===== config.mk =====
export PLATFORM = sky130hd
export DESIGN_NAME = instr_sequencer_flat
export DESIGN_NICKNAME = d
export VERILOG_FILES = /design/src/rtl/instr_sequencer_if.sv /design/src/rtl/instr_sequencer.sv /design/src/flat_wrapper.sv
export SDC_FILE = /design/constraint.sdc
export NUM_CORES = 1
export LEC_CHECK = 0
export CORE_UTILIZATION = 46
export CTS_BUF_LIST = sky130_fd_sc_hd__clkbuf_4
export DETAILED_ROUTE_END_ITERATION = 10
export GPL_ROUTABILITY_DRIVEN = 0
export PLACE_DENSITY = 0.89
export SYNTH_ARGS = -nofsm -noshare
export SYNTH_HDL_FRONTEND = slang
export SYNTH_SLANG_ARGS = --single-unit

===== constraint.sdc =====
create_clock -name clock -period 2.7 [get_ports clock]
set_input_delay 0.675 -clock clock [delete_from_list [all_inputs] [get_ports clock]]
set_output_delay 0.675 -clock clock [all_outputs]
set_load 0.01 [all_outputs]

===== src/rtl/instr_sequencer_if.sv =====
// instr_sequencer_if: control strobes, jump request, program-memory
// port and decoded-instruction outputs of the instruction sequencer.
interface instr_sequencer_if;
  logic        Fetch;
  logic        Decode;
  logic        Execute;
  logic        jump_en;
  logic [15:0] jump_addr;
  logic [7:0]  rom_data;
  logic [15:0] rom_addr;
  logic [15:0] pc;
  logic [7:0]  Opcode;
  logic [7:0]  operand1;
  logic [7:0]  operand2;
  logic [1:0]  instr_len;
  logic        ready;

  modport master (
    output Fetch, Decode, Execute,
    output jump_en, jump_addr, rom_data,
    input  rom_addr, pc, Opcode,
    input  operand1, operand2,
    input  instr_len, ready
  );

  modport slave (
    input  Fetch, Decode, Execute,
    input  jump_en, jump_addr, rom_data,
    output rom_addr, pc, Opcode,
    output operand1, operand2,
    output instr_len, ready
  );
endinterface


===== src/rtl/instr_sequencer.sv =====
// instr_sequencer: 8051-style fetch/decode/execute byte sequencer.
// Define INSTR_SEQ_MULTICYCLE_EN for multi-cycle Execute timing.
module instr_sequencer #(
  parameter logic [15:0] RESET_PC = 16'h0000
) (
  input logic              clock,
  input logic              reset,
  instr_sequencer_if.slave bus
);
  logic [15:0] pc_r;
  logic [15:0] addr_r;
  logic [7:0]  opc_r;
  logic [7:0]  op1_r;
  logic [7:0]  op2_r;
  logic        rdy_r;
  logic        first_r;
  logic [1:0]  len;
  logic        is2;
  logic        is3;
  logic        do_f;
  logic        do_d;
  logic        do_e;
  logic [15:0] nxt_pc;

  always_comb begin
    is3 = 1'b0;
    is2 = (opc_r[4:0] == 5'h01) ||
          (opc_r[4:0] == 5'h11);
    case (opc_r)
      8'h02, 8'h12, 8'h75,
      8'h85, 8'h90: is3 = 1'b1;
      8'h24, 8'h34, 8'h44, 8'h54,
      8'h64, 8'h74, 8'h94,
      8'h05, 8'h15, 8'hE5, 8'hF5,
      8'h40, 8'h50, 8'h60,
      8'h70, 8'h80: is2 = 1'b1;
      default: ;
    endcase
    if (opc_r[7:4] == 4'hB && opc_r[3:2] != 2'b00)
      is3 = 1'b1;
    if (opc_r[7:3] == 5'b01111)
      is2 = 1'b1;
    if (is3)
      len = 2'd3;
    else if (is2)
      len = 2'd2;
    else
      len = 2'd1;
  end

`ifdef INSTR_SEQ_MULTICYCLE_EN
  logic [1:0] cnt_r;
  logic [1:0] extra;

  // extra = machine cycles - 1
  always_comb begin
    extra = 2'd0;
    if (opc_r == 8'hA4 || opc_r == 8'h84)
      extra = 2'd3;
    else if (is3 || (opc_r[4:0] == 5'h01) ||
             (opc_r[4:0] == 5'h11))
      extra = 2'd1;
    else if (opc_r[3:0] == 4'h0 &&
             opc_r[7:4] >= 4'h4 &&
             opc_r[7:4] <= 4'h8)
      extra = 2'd1;
  end
`endif

  assign do_f = bus.Fetch;
  assign do_d = !bus.Fetch && bus.Decode;
  assign do_e = !bus.Fetch && !bus.Decode &&
                bus.Execute;

  assign nxt_pc = bus.jump_en ? bus.jump_addr
                : pc_r + {14'd0, len};

  always_ff @(posedge clock) begin
    if (!reset) begin
      pc_r    <= RESET_PC;
      addr_r  <= RESET_PC;
      opc_r   <= 8'h00;
      op1_r   <= 8'h00;
      op2_r   <= 8'h00;
      rdy_r   <= 1'b0;
      first_r <= 1'b0;
`ifdef INSTR_SEQ_MULTICYCLE_EN
      cnt_r   <= 2'd0;
`endif
    end else begin
      unique case (1'b1)
        do_f: begin
          opc_r   <= bus.rom_data;
          op1_r   <= 8'h00;
          op2_r   <= 8'h00;
          addr_r  <= pc_r + 16'd1;
          rdy_r   <= 1'b0;
          first_r <= 1'b0;
`ifdef INSTR_SEQ_MULTICYCLE_EN
          cnt_r   <= 2'd0;
`endif
        end
        do_d: begin
          if (len != 2'd1) begin
            op1_r  <= bus.rom_data;
            addr_r <= pc_r + 16'd2;
          end
          first_r <= 1'b1;
`ifdef INSTR_SEQ_MULTICYCLE_EN
          if (extra == 2'd0)
            rdy_r <= 1'b1;
          else
            cnt_r <= extra;
`else
          rdy_r <= 1'b1;
`endif
        end
        do_e: begin
          first_r <= 1'b0;
          if (first_r && len == 2'd3)
            op2_r <= bus.rom_data;
          if (rdy_r) begin
            pc_r   <= nxt_pc;
            addr_r <= nxt_pc;
            rdy_r  <= 1'b0;
          end
`ifdef INSTR_SEQ_MULTICYCLE_EN
          else if (cnt_r != 2'd0) begin
            cnt_r <= cnt_r - 2'd1;
            if (cnt_r == 2'd1)
              rdy_r <= 1'b1;
          end
`endif
        end
        default: ;
      endcase
    end
  end

  assign bus.rom_addr  = addr_r;
  assign bus.pc        = pc_r;
  assign bus.Opcode    = opc_r;
  assign bus.operand1  = op1_r;
  assign bus.operand2  = op2_r;
  assign bus.instr_len = len;
  assign bus.ready     = rdy_r;
endmodule

===== src/flat_wrapper.sv =====
// flat-port wrapper written by rule: the top's interface ports become plain ports
module instr_sequencer_flat 
#(
  parameter logic [15:0] RESET_PC = 16'h0000
)
  (clock, reset, bus_Fetch, bus_Decode, bus_Execute, bus_jump_en, bus_jump_addr, bus_rom_data, bus_rom_addr, bus_pc, bus_Opcode, bus_operand1, bus_operand2, bus_instr_len, bus_ready);
  instr_sequencer_if bus_i ();
  input logic clock;
  input logic reset;
  input wire logic [$bits(bus_i.Fetch)-1:0] bus_Fetch;
  input wire logic [$bits(bus_i.Decode)-1:0] bus_Decode;
  input wire logic [$bits(bus_i.Execute)-1:0] bus_Execute;
  input wire logic [$bits(bus_i.jump_en)-1:0] bus_jump_en;
  input wire logic [$bits(bus_i.jump_addr)-1:0] bus_jump_addr;
  input wire logic [$bits(bus_i.rom_data)-1:0] bus_rom_data;
  output wire logic [$bits(bus_i.rom_addr)-1:0] bus_rom_addr;
  output wire logic [$bits(bus_i.pc)-1:0] bus_pc;
  output wire logic [$bits(bus_i.Opcode)-1:0] bus_Opcode;
  output wire logic [$bits(bus_i.operand1)-1:0] bus_operand1;
  output wire logic [$bits(bus_i.operand2)-1:0] bus_operand2;
  output wire logic [$bits(bus_i.instr_len)-1:0] bus_instr_len;
  output wire logic [$bits(bus_i.ready)-1:0] bus_ready;
  assign bus_i.Fetch = bus_Fetch;
  assign bus_i.Decode = bus_Decode;
  assign bus_i.Execute = bus_Execute;
  assign bus_i.jump_en = bus_jump_en;
  assign bus_i.jump_addr = bus_jump_addr;
  assign bus_i.rom_data = bus_rom_data;
  assign bus_rom_addr = bus_i.rom_addr;
  assign bus_pc = bus_i.pc;
  assign bus_Opcode = bus_i.Opcode;
  assign bus_operand1 = bus_i.operand1;
  assign bus_operand2 = bus_i.operand2;
  assign bus_instr_len = bus_i.instr_len;
  assign bus_ready = bus_i.ready;
  instr_sequencer #(.RESET_PC(RESET_PC)) u_core (.clock(clock), .reset(reset), .bus(bus_i));
endmodule

---- After elaboration in Yosys (flattened, before gate mapping) ----
Index checks and enable logic that the tools add are counted.
cells by class
  add/subtract/negate cells ............... 3
  eq/ne operators ......................... 30
  mux-type cells .......................... 15
  reductions and logical operators ........ 20
operators by type and width
  cell                     count
  $eq A8 B7 Y1 const B     9
  $eq A8 B8 Y1 const B     6
  $mux W16                 3
  $pmux W16 S3             1
  $pmux W8 S2              2
  $add A16 B1 Y16 const B  1
  $add A16 B2 Y16          1
  $add A16 B2 Y16 const B  1
  $eq A8 B5 Y1 const B     2
  $eq A8 B6 Y1 const B     2
  $mux W8                  2
  $reduce_or A16 Y1        1
  $eq A8 B2 Y1 const B     1
  $eq A8 B3 Y1 const B     1
  $reduce_bool A2 Y1       4
  $reduce_and A2 Y1        3
  $eq A5 B1 Y1 const B     1
  $eq A5 B4 Y1 const B     1
  $eq A5 B5 Y1 const B     1
  $logic_and A1 B1 Y1      5
  $reduce_or A5 Y1         1
  $eq A4 B4 Y1 const B     1
  $mux W1                  4
  $mux W2                  2
  9 further kinds          12
storage, ports and cells
  bits in registers ....................... 57
  input port bits ......................... 30

---- Longest topological paths before layout ----
Gate-level depths: netlist of the first run.
  depth after elaboration ................. 10
  mapped depth ............................ 14
  mapped depth without buffers ............ 13

---- Worst setup path before layout of the first run ----
Ideal clock, no wire load.
  kind .................................... register to register
  start ................................... register u_core.opc_r[2], in the netlist u_core.bus.Opcode[2]
  end ..................................... register u_core.addr_r[10], in the netlist u_core.bus.rom_addr[10]
  arrival time ............................ 3028 ps
  required time ........................... 2626 ps
  path slack .............................. -403 ps
  cell stages (with the launch flop) ...... 13
  path buffers ............................ 1
  clock period less this slack ............ 3103 ps
  cells stage by stage .................... dfxtp_1 o21a_1 a2111o_1 a311oi_2 or3_1 inv_1 fa_1 clkbuf_1 nor4_1 xnor2_1 a211oi_1 a21oi_1 a31oi_1
on the way
  longest elaborated chain between the ends .. 10
  elaborated cells on any way between the ends .. 41
ends and longest elaborated chain
  what                                                            RTL line                                      text
  start: declaration                                              instr_sequencer.sv:12                         logic [7:0] opc_r;
  start signal: assignment                                        instr_sequencer.sv:93                         opc_r <= bus.rom_data;
  $eq A8 B6 Y1 (tied with other cells)                            instr_sequencer.sv:29                         case (opc_r)
  $reduce_or A16 Y1 / $logic_or A1 B1 Y1 (equally long branches)  instr_sequencer.sv:29, instr_sequencer.sv:27
  $mux W1                                                         instr_sequencer.sv:29
  $mux W1                                                         instr_sequencer.sv:41                         if (opc_r[7:3] == 5'b01111)
  $mux W2                                                         instr_sequencer.sv:45                         else if (is2)
  $mux W2 *                                                       instr_sequencer.sv:43                         if (is3)
  via bus_instr_len[1]                                            flat_wrapper.sv:21                            output wire logic [$bits(bus_i.instr_len)-1:0] bus_instr_len;
  $add A16 B2 Y16                                                 instr_sequencer.sv:76                         : pc_r + {14'd0, len};
  $mux W16                                                        instr_sequencer.sv:75                         assign nxt_pc = bus.jump_en ? bus.jump_addr
  $mux W16                                                        instr_sequencer.sv:122                        if (rdy_r) begin
  $pmux W16 S3                                                    instr_sequencer.sv:91                         unique case (1'b1)
  end signal: assignment                                          instr_sequencer.sv:96                         addr_r <= pc_r + 16'd1;
  end signal: assignment                                          instr_sequencer.sv:106                        addr_r <= pc_r + 16'd2;
  end signal: assignment                                          instr_sequencer.sv:124                        addr_r <= nxt_pc;
  end: declaration                                                instr_sequencer.sv:11                         logic [15:0] addr_r;
Mark *: on every way through the listed nets, which the timed path passes. The rest lies on a longest branch. The select of a mux whose other input is x is not followed.
A chain may end at the register's enable or synchronous reset.

---- Worst setup path after layout of the first run ----
  start ................................... register u_core.opc_r[0], in the netlist u_core.bus.Opcode[0]
  end ..................................... register u_core.pc_r[14], in the netlist u_core.bus.pc[14]
on the way
  longest elaborated chain between the ends .. 8
  elaborated cells on any way between the ends .. 34
ends and longest elaborated chain
  what                                                            RTL line                                      text
  $eq A8 B6 Y1 (tied with other cells)                            instr_sequencer.sv:29
  $reduce_or A16 Y1 / $logic_or A1 B1 Y1 (equally long branches)  instr_sequencer.sv:29, instr_sequencer.sv:27
  $mux W1                                                         instr_sequencer.sv:29
  $mux W1                                                         instr_sequencer.sv:41
  $mux W2                                                         instr_sequencer.sv:45
  $mux W2 *                                                       instr_sequencer.sv:43
  $add A16 B2 Y16 *                                               instr_sequencer.sv:76
  $mux W16 *                                                      instr_sequencer.sv:75
  end signal: assignment                                          instr_sequencer.sv:123                        pc_r <= nxt_pc;
  end: declaration                                                instr_sequencer.sv:10                         logic [15:0] pc_r;
Every way passes the cells marked *; elsewhere a longest branch is shown, timed or not.

==> summary.md, run 1 <==
| Metric | Value |
|---|---|
| Asr flop ratio synth | `0` |
| Max-Cap Viols | `0` |
| Worst Hold Launch | `u_core.bus.rom_addr[5]$_SDFFE_PN0P_` |
| VDD IR max | `0.000306 V` |
| Die W | `around 90 um` |
| Int Power | `0.00161 W` |
| CTS tree | `built` |
| Compound-gate portion of the synthesized area | `0.269` |
| Diode count | `0` |
| Setup crit start | `u_core.bus.Opcode[0]$_SDFFE_PN0P_` |
| First-pass GRT wire length | `between 15 and 20 mm` |
| Startpoint Class | `flop` |
| Failing checks | `setup timing` |
| Number of synthesized flops with an enable pin | `0` |
| Seq/Total Area, Yosys | `0.340` |
| Area occupied by multi-input gates | `0.00220 mm^2` |
| Mapped Area | `0.00335 mm^2` |
| DRC Markers | `0` |
| Largest fanout on the critical path | `7` |
| Num CTS Buffers | `9` |
| Synthesized area per cell | `7.80 um^2` |
| Worst setup EP type | `flop` |
| Core Area | `roughly 0.007 mm^2` |
| Layout cells sized above 1 | `0.191` |
| Top FF cell, synth | `dfxtp_1` |
| H-tree depth | `3` |
| Net switching power | `0.000661 W` |
| Post-Route Skew | `0.0190 ns` |
| Worst path depth | `13` |
| TritonCTS sink count | `57` |
| Status | `finished, violations left` |
| Vias in the first global route | `3765` |
| Remaining antenna violation count after routing | `0` |
| Post-Synth Adder-Cell Area | `0.0209` |
| Slowest-stage cell, CP | `fa_2` |
| Main combinational cell family by area after synthesis | `compound AO/OA/AOI/OAI gates` |
| Final WL | `~12 mm` |
| Crit path buffers/inverters | `3` |
| Commonest cells post-synth | `dfxtp_1, nor2_1, nand2_1` |
| Crit path cell chain | `buf_4, nor2b_1, a31oi_1, a311oi_2, buf_4, nor2_2, ha_2, inv_1, fa_2, nor3_1, xnor2_1, o2111ai_1, a21oi_1` |
| Yosys top cell by area | `dfxtp_1` |
| Pin count of the biggest net entering global routing | `39` |
| Port buffer count | `88` |
| Clock Tree Root | `clkbuf_4` |
| RSZ-0062 raised after global routing | `true` |
| Critical R2R Launch | `u_core.bus.Opcode[0]$_SDFFE_PN0P_` |
| Pleak | `~1.9 nW` |
| Top cell by count, worst path | `buf_4` |
| Starting Density | `0.486` |
| Power share of the clock group | `0.380` |
| Relative slew slack | `0.456` |
| Mux cell area share after synthesis | `0.0541` |
| Hold_ws | `roughly 0.46 ns` |
| Total power | `0.00227 W` |
| Clk slew on worst S/H paths | `0.12 ns` |
| Period utilization | `1.11` |
| Hold Crit Depth | `2` |
| Post-Place Cells | `617` |
| Worst r2r path cells | `13` |
| Initial antenna violation count | `0` |
| Setup CP Type | `flop to flop` |
| Hold Path Class | `flop to flop` |
| Non-Filler Instances | `641` |
| Wirelength per Cell | `18.2 um` |
| Top delay family on crit path | `adder cells` |
| Synth Instances | `430` |
| Setup WS post-layout | `-0.298 ns` |
| Global route total overflow | `0` |
| Top-area cell type share of the netlist area | `0.340` |
| Pwr Density | `roughly 460 mW/mm^2` |
| Post-Synth Simple-Gate Area | `0.216` |
| Tmin final | `3.00 ns` |
| Yosys reg bits | `57` |
| Netlist cell types | `56` |
| Pre-antenna DRT Iters | `9` |
| Post-Syn Nets | `465` |
| Syn-to-layout area delta | `47.7%` |
| Clk Latency, worst-skew pair | `0.43 ns` |
| Vias | `~4000` |
| Slew @ Worst Pin | `0.812 ns` |
| CTS Hold Buffers Added | `0` |
| Pre-CTS WS | `-0.170 ns` |
| Logic pwr share | `0.220` |
| Synth Area in XOR/XNOR | `0.0444` |
| Critical Path AT | `3.30 ns` |
| Final Hold Fails | `0` |
| Pins over their slew limit | `0` |
| Final Setup Violations | `32` |
| Top cells by area, synth | `dfxtp_1, nor2_1, mux2i_1` |
| CP Data Required Time | `about 3.0 ns` |
| Sw frac | `0.291` |
| Vias per cell | `6.17` |
| DRC marker count from the first detailed-route iteration | `433` |
| Nets | `575` |
| Clock buffer depth | `2` |
| Tot GR Track Use | `0.291` |
| Ys Warns | `0` |
| Achievable Freq | `around 330 MHz` |
| Total Die Area | `0.00764 mm^2` |
| Hpwl dp | `7.69 mm` |
| Die Height | `between 80 and 90 um` |
| Number of fill cells | `512` |
| IO Count | `between 80 and 90` |
| Rows | `30` |
| Sequential share of power | `0.401` |
| Register area | `0.00115 mm^2` |
| CP max stage delay | `0.44 ns` |
-- logic make-up (layout without fill, tap and decap cells) --
family,count (synthesis),after routing
buffers and inverters,45,160
multiplexers,18,18
XOR/XNOR,17,17
adder cells (fa/ha/maj),5,5
AO/OA/AOI/OAI,133,133
flip-flops,57,57
AND/OR/NAND/NOR,155,155
-- flip-flops by register name, indices dropped and copies added (netlist names) --
register and cells:
u_core.bus.pc 16, u_core.bus.rom_addr 16, u_core.bus.Opcode 8, u_core.bus.operand1 8
u_core.bus.operand2 8, u_core.bus.ready 1
-- worst register-to-register path, cell delays in order (launching register included) --
cell       delay, ns
dfxtp_4         0.36
buf_4           0.13
nor2b_1         0.12
a31oi_1         0.18
a311oi_2        0.14
buf_4           0.16
nor2_2          0.20
ha_2            0.26
inv_1           0.08
fa_2            0.44
nor3_1          0.35
xnor2_1         0.15
o2111ai_1       0.22
a21oi_1         0.09
-- per-stage QoR --
| stage | TNS, ns | area, um^2 | utilization |
|---|---|---|---|
| floorplan | -1.18 | 3410 | - |
| global placement | -0.436 | 4570 | 0.661 |
| detailed placement | -2.34 | 4570 | 0.661 |
| CTS | -2.58 | 4810 | 0.697 |
| global route | -9.10 | 4960 | 0.718 |
| finish | -5.71 | 4960 | 0.718 |
-- power groups by stage --
| stage | combinational (W) | sequential [W] | clock [W] |
|---|---|---|---|
| floorplan | 0.000207 | 0.000941 | 0 |
| global placement | 0.000435 | 0.000925 | 0 |
| detailed placement | 0.000448 | 0.000926 | 0 |
| CTS | 0.000453 | 0.000908 | 0.000861 |
| global route | 0.000527 | 0.000913 | 0.000904 |
| finish | 0.000499 | 0.000910 | 0.000862 |
-- path summary, 6_finish.rpt --
kind	slack (ns)	endpoint
max	-0.30	u_core.bus.pc[14]$_SDFFE_PN0P_
min	0.46	u_core.bus.rom_addr[5]$_SDFFE_PN0P_
max reg2reg	-0.30	u_core.bus.pc[14]$_SDFFE_PN0P_
min reg2reg	0.46	u_core.bus.rom_addr[5]$_SDFFE_PN0P_
-- layer usage --
layer | routed length, um | global-route usage
met4 | 461 | 0.128
met2 | 5770 | 0.514
met1 | 4390 | 0.331
met5 | 0 | 0
met3 | 1020 | 0.0711
-- repair_timing --
action                     CTS  global route
setup buffers                4             5
gates resized for setup     19            24
setup endpoints to repair   32            40
pin swaps                   16            29
-- cell usage in the layout (no fill, tap or decap), drive strengths merged, types with 7 or more instances in the layout --
| master | count |
|---|---|
| nand4 | 9 |
| nand2 | 43 |
| buf | 48 |
| clkdlybuf4s50 | 86 |
| a22oi | 16 |
| xor2 | 9 |
| inv | 12 |
| nor2 | 57 |
| nand3 | 8 |
| xnor2 | 8 |
| a21oi | 32 |
| mux2i | 17 |
| nor3 | 7 |
| dfxtp | 57 |
| a31oi | 10 |
| clkbuf | 9 |
| o21ai | 29 |
-- area by class of cell --
type | instances | area share
sequential | 57 | 0.233
multi-input combinational | 328 | 0.444
inverter | 10 | 0.00757
clock buffer | 9 | 0.0136
timing repair buffer | 134 | 0.253
tap | 96 | 0.0242
clock inverter | 7 | 0.0252
Power figures use the tool's default switching activity.
==> run 2, diff against run 1 <==
Settings changed: GPL_TIMING_DRIVEN set to 0, HOLD_SLACK_MARGIN set to 0.03.
==> summary.md, run 2 (same netlist as run 1, synthesis figures left out) <==
| Metric | Value |
|---|---|
| CTS tree | `built` |
| Nets | `578 (+0.52%)` |
| Vias in the first global route | `3853 (+2.3%)` |
| Failing checks | `setup timing` |
| IO Count | `89 (unchanged)` |
| Diode count | `0 (unchanged)` |
| First-pass GRT wire length | `18.1 mm (+4.1%)` |
| Status | `finished, violations left` |
| Commonest non-fill, non-tap cell in the layout | `clkdlybuf4s50_1` |
| Remaining antenna violation count after routing | `0 (unchanged)` |
| Hpwl dp | `7.74 mm (+0.58%)` |
| Number of fill cells | `545 (+6.4%)` |
| H-tree depth | `3 (unchanged)` |
| DRC Markers | `0 (unchanged)` |
| Post-Route Skew | `0.0236 ns (+0.00467 ns)` |
| Die W | `87.4 um (unchanged)` |
| Die Height | `87.4 um (unchanged)` |
| Sum of negative setup slack | `-3.48 ns (+2.24 ns)` |
| Vias per cell | `6.23 (+0.84%)` |
| Clock Tree Root | `clkbuf_4` |
| Total Die Area | `0.00764 mm^2 (unchanged)` |
| Period utilization | `1.09 (-0.0167)` |
| Wirelength per Cell | `18.4 um (+1.5%)` |
| TritonCTS sink count | `57 (unchanged)` |
| Pre-antenna DRT Iters | `5 (-4)` |
| Worst setup EP type | `flop` |
| Startpoint Class | `flop` |
| Crit path capture | `u_core.bus.pc[10]$_SDFFE_PN0P_` |
| Tmin final | `2.95 ns (-0.0450 ns)` |
| Most frequent cells in the layout | `clkdlybuf4s50_1, nor2_1, dfxtp_1, nand2_1, a21oi_1` |
| Rows | `30 (unchanged)` |
| Clk Latency, worst-skew pair | `0.44 ns (about the same)` |
| Slowest-stage cell, CP | `a2111o_1` |
| DRC marker count from the first detailed-route iteration | `479 (+11%)` |
| Final Setup Violations | `26 (-19%)` |
| CP Data Required Time | `3.08 ns (+0.08 ns)` |
| Clk slew on worst S/H paths | `0.12 ns (about the same)` |
| RSZ-0062 raised after global routing | `true` |
| Slew @ Worst Pin | `0.814 ns (+0.00176 ns)` |
| Num CTS Buffers | `9 (unchanged)` |
| Largest fanout on the critical path | `7 (unchanged)` |
| Post-Place Cells | `612 (-0.81%)` |
| Non-Filler Instances | `644 (+0.47%)` |
| Critical R2R Launch | `u_core.bus.Opcode[0]$_SDFFE_PN0P_` |
| Critical Path AT | `3.33 ns (+0.03 ns)` |
| Initial antenna violation count | `0 (unchanged)` |
| Final WL | `11.9 mm (+2.0%)` |
| Global route total overflow | `0 (unchanged)` |
| Reg2reg end | `u_core.bus.pc[10]$_SDFFE_PN0P_` |
| Layout cells sized above 1 | `0.182 (-0.00834)` |
| Total power | `0.00215 W (-5.2%)` |
| Pleak | `1.81 nW (-3.5%)` |
| Max-Cap Viols | `0 (unchanged)` |
| Setup WS post-layout | `-0.253 ns (+0.0450 ns)` |
| Relative slew slack | `0.458 (+0.00136)` |
| Worst r2r path cells | `12 (-1)` |
| Vias | `4010 (+1.3%)` |
| Final Hold Fails | `0 (unchanged)` |
| Setup CP Type | `flop to flop` |
| VDD IR max | `0.000379 V (+24%)` |
| Pins over their slew limit | `0 (unchanged)` |
| Core Area | `0.00691 mm^2 (unchanged)` |
| Syn-to-layout area delta | `46.3%` |
| Pin count of the biggest net entering global routing | `13 (-67%)` |
| Crit path cell chain | `nand3b_1, a2111o_1, a311oi_4, or3_4, inv_2, fa_2, buf_12, nor4_4, xnor2_1, a211oi_2, a22oi_1, nor2_1` |
| CP max stage delay | `0.46 ns (+0.02 ns)` |
| Starting Density | `0.486 (unchanged)` |
| Port buffer count | `86 (-2.3%)` |
| CTS Hold Buffers Added | `0 (unchanged)` |
| Reg2Reg Setup Slack | `-0.25 ns (+0.05 ns)` |
| Pwr Density | `439 mW/mm^2 (-4.3%)` |
| Tot GR Track Use | `0.307 (+0.0165)` |
| Hold Path Class | `flop to flop` |
| Achievable Freq | `339 MHz (+1.5%)` |
| Setup crit start | `u_core.bus.Opcode[0]$_SDFFE_PN0P_` |
| Clock buffer depth | `2 (unchanged)` |
[run 2: cell types whose count changed in the layout (fill, tap and decap cells not counted), moves of 3 or more]
cell | previous run | this run
dfxtp_4 | 2 | 5
o21ai_1 | 12 | 6
buf_2 | 0 | 4
o21ai_2 | 0 | 4
clkbuf_1 | 0 | 25
a21oi_2 | 1 | 6
buf_4 | 44 | 17
a21oi_1 | 30 | 26
[run 2: worst max-delay path, delay by kind of cell (launching register included)]
kind / cells / cell delay (ns)
AND/OR/NAND/NOR: 4 / 0.62
AO/OA/AOI/OAI: 4 / 1.16
buffers and inverters: 2 / 0.21
XOR/XNOR: 1 / 0.14
adder cells (fa/ha/maj): 1 / 0.38
flip-flops: 1 / 0.38
[run 2: repair_timing]
action | in CTS | in global routing
setup buffers | 7 | 10
gates resized for setup | 29 | 41
gates cloned | 0 | 0
endpoints found under the setup margin | 32 | 35
pin swaps | 22 | 51
[run 2: metal layers]
metal | track usage | wire length, um | up-vias
li1 | - | - | 1785
met1 | 0.346 | 4250 | 1856
met2 | 0.513 | 5710 | 301
met3 | 0.0938 | 1340 | 68
met4 | 0.179 | 578 | 0
met5 | 0 | 0 | -
[run 2: how the worst min path moves through the flow]
stage,startpoint,end,slack [ns],cells after the start
after floorplan,u_core.bus.rom_addr[5]$_SDFFE_PN0P_,u_core.bus.rom_addr[5]$_SDFFE_PN0P_,0.48,2
after global placement,u_core.bus.rom_addr[9]$_SDFFE_PN0P_,u_core.bus.rom_addr[9]$_SDFFE_PN0P_,0.46,2
after detailed placement,u_core.bus.rom_addr[9]$_SDFFE_PN0P_,u_core.bus.rom_addr[9]$_SDFFE_PN0P_,0.47,2
after CTS,u_core.bus.rom_addr[5]$_SDFFE_PN0P_,u_core.bus.rom_addr[5]$_SDFFE_PN0P_,0.48,2
after global routing,u_core.bus.rom_addr[5]$_SDFFE_PN0P_,u_core.bus.rom_addr[5]$_SDFFE_PN0P_,0.48,2
final,u_core.bus.rom_addr[5]$_SDFFE_PN0P_,u_core.bus.rom_addr[5]$_SDFFE_PN0P_,0.47,2
[run 2: power breakdown]
part / leakage [nW] / internal [W] / switching [W] / total [W]
Clock: 0.0867 / 0.000382 / 0.000372 / 0.000754
Combinational: 1.26 / 0.000236 / 0.000250 / 0.000486
Sequential: 0.468 / 0.000876 / 0.0000356 / 0.000912
[run 2: cell type report]
type	count	area [um^2]	area share
Clock inverter	7	103	0.0209
Clock buffer	9	67.6	0.0138
Buffer	34	146	0.0298
Tap cell	96	120	0.0245
Inverter	10	37.5	0.00765
Multi-Input combinational cell	328	2260	0.461
Timing Repair Buffer	103	1010	0.206
Sequential cell	57	1160	0.237
[run 2: stage by stage]
step / cell area (um^2) / hold slack (ns) / util / worst slack [ns]
2_1_floorplan: 3410 / 0.480 / - / -0.164
3_3_place_gp: 4390 / 0.458 / 0.636 / -0.328
3_5_place_dp: 4390 / 0.467 / 0.636 / -0.395
4_1_cts: 4670 / 0.485 / 0.676 / -0.161
6_report: 4910 / 0.468 / 0.711 / -0.253
5_1_grt: 4910 / 0.480 / 0.711 / -0.365
==> edit: new RTL, flow settings as in run 1 <==
Reset style: asynchronous (`reset`), changed in one clocked block.
--- a/src/rtl/instr_sequencer.sv
+++ b/src/rtl/instr_sequencer.sv
@@ -76,5 +76,5 @@
                 : pc_r + {14'd0, len};
 
-  always_ff @(posedge clock) begin
+  always_ff @(posedge clock or negedge reset) begin
     if (!reset) begin
       pc_r    <= RESET_PC;
Check against the original RTL: differs if reset is asserted again (counterexample within 4 cycles, from zero or initial values and one cycle with reset low); with reset held inactive, the same outputs for 10 cycles.
==> edit against run 1 <==
First-iteration DRC count is 32% lower; non-clock buffer count is 24 higher; maximum frequency fell by 5.6%; final area is 12% higher; worst hold slack got worse by 260 ps; area after synthesis is 14% higher; utilization down 1.3 points; worst setup slack lost 180 ps; sequential cell count is the same; routed wire length increased by 5.9%; the run still ends with setup timing left.
Power is not compared: it rests on default switching activity, and its combinational part moved more than twofold at a synthesized area within 25%.
==> edit: results (changes against run 1) <==
### Status
• **status** finished with violations
• **violations in the final reports** setup timing

### Logic synthesis
• **fraction of the mapped netlist area in compound gates** 0.202, -0.0664
• **Distinct cells, synth** 73, +30%
• **commonest cells in the netlist** sky130_fd_sc_hd__dfrtp_1, sky130_fd_sc_hd__nand2_1, sky130_fd_sc_hd__o21ai_0
• **area share of fa/ha/maj cells after synthesis** 0.0184, -0.00251
• **number of nets produced by synthesis** 442, -4.9%
• **cell types with the largest area share after synthesis** sky130_fd_sc_hd__dfrtp_1, sky130_fd_sc_hd__mux2_2, sky130_fd_sc_hd__mux2i_1
• **register area share after synthesis** 0.374, +0.0340
• **largest area contributor in the synthesized netlist** sky130_fd_sc_hd__dfrtp_1

### Drt
• **routed length on met3** 1.09 mm, +7.0%
• **met1 wire length** 4.82 mm, +9.7%
• **vias post-DR** 3999, +1.0%
• **WL final** 12.3 mm, +5.9%
• **Met2 Routed Length** 5.85 mm, +1.3%
• **Detailed Route Iter0 Violations** 295, -32%

### Setup path
• **maximum fanout encountered on the critical timing path** 6, -1
• **critical path endpoint** u_core.bus.rom_addr[14]$_DFFE_PN0P_
• **library cell contributing the largest single delay on the critical path** sky130_fd_sc_hd__dfrtp_2
• **worst reg2reg path startpoint** u_core.bus.Opcode[7]$_DFFE_PN0P_
• **family of cells with the greatest summed delay on the critical path** simple AND/OR/NAND/NOR gates
• **reg-to-reg endpoint** u_core.bus.rom_addr[14]$_DFFE_PN0P_

### Final layout
• **multi-input logic area** 0.00240 mm², +9.0%
• **relative area of non-clock buffer cells in the final design** 0.255, +0.00249
• **Buffers, non-clock** 158, +18%
• **multi-input gate count** 301, -8.2%
• **share of the final layout cell area in sequential cells** 0.258, +0.0252
• **Final Net Count** 580, +0.87%
• **fill cell total of the finished layout** 545, +6.4%

### STA
• **post-route worst setup slack** -475 ps, -177 ps
• **worst slew pin tran** 580 ps, -231 ps
• **final setup violating endpoints** 28, -13%
• **worst clock skew** 18.5 ps, -0.468 ps

### Global route
• **pin count of the biggest net entering global routing** 22, -44%
• **met3 global-route usage** 0.0545, -0.0166
• **vias in the first global route** 3935, +4.5%
• **met2 GRT Util** 0.469, -0.0455
• **Overall Global Routing Usage** 0.288, -0.00295
• **wire length of the first global-routing pass** 19.3 mm, +11%

### Place
• **detailed placement HPWL** 8.42 mm, +9.5%
• **Post-Place Cell Area** 0.00514 mm², +13%

edit: through the flow:
step | TNS, ps | instances | hold WS, ps | util | worst slack, ps
6_report | -6430 | 652 | 207 | 0.705 | -475
5_1_grt | -10060 | 652 | 228 | 0.705 | -614
4_1_cts | -5080 | 648 | 220 | 0.694 | -424
3_5_place_dp | -5120 | 622 | 496 | 0.651 | -475
3_3_place_gp | -2880 | 622 | 492 | 0.651 | -338
2_1_floorplan | -3880 | 407 | 379 | - | -473
edit: power by group through the flow:
stage / Combinational (W) / Clock [W] / Sequential (W)
floorplan: 0.000635 / 0 / 0.00118
global placement: 0.00123 / 0 / 0.00116
detailed placement: 0.00127 / 0 / 0.00116
CTS: 0.00135 / 0.000541 / 0.00115
global route: 0.00154 / 0.000584 / 0.00118
finish: 0.00145 / 0.000542 / 0.00117
edit: repair_timing:
action                     in CTS  in global routing
cloned                          0                  0
setup endpoints to repair      27                 30
resized for setup              54                 21
buffers inserted               11                  4
pin swaps                      35                 20
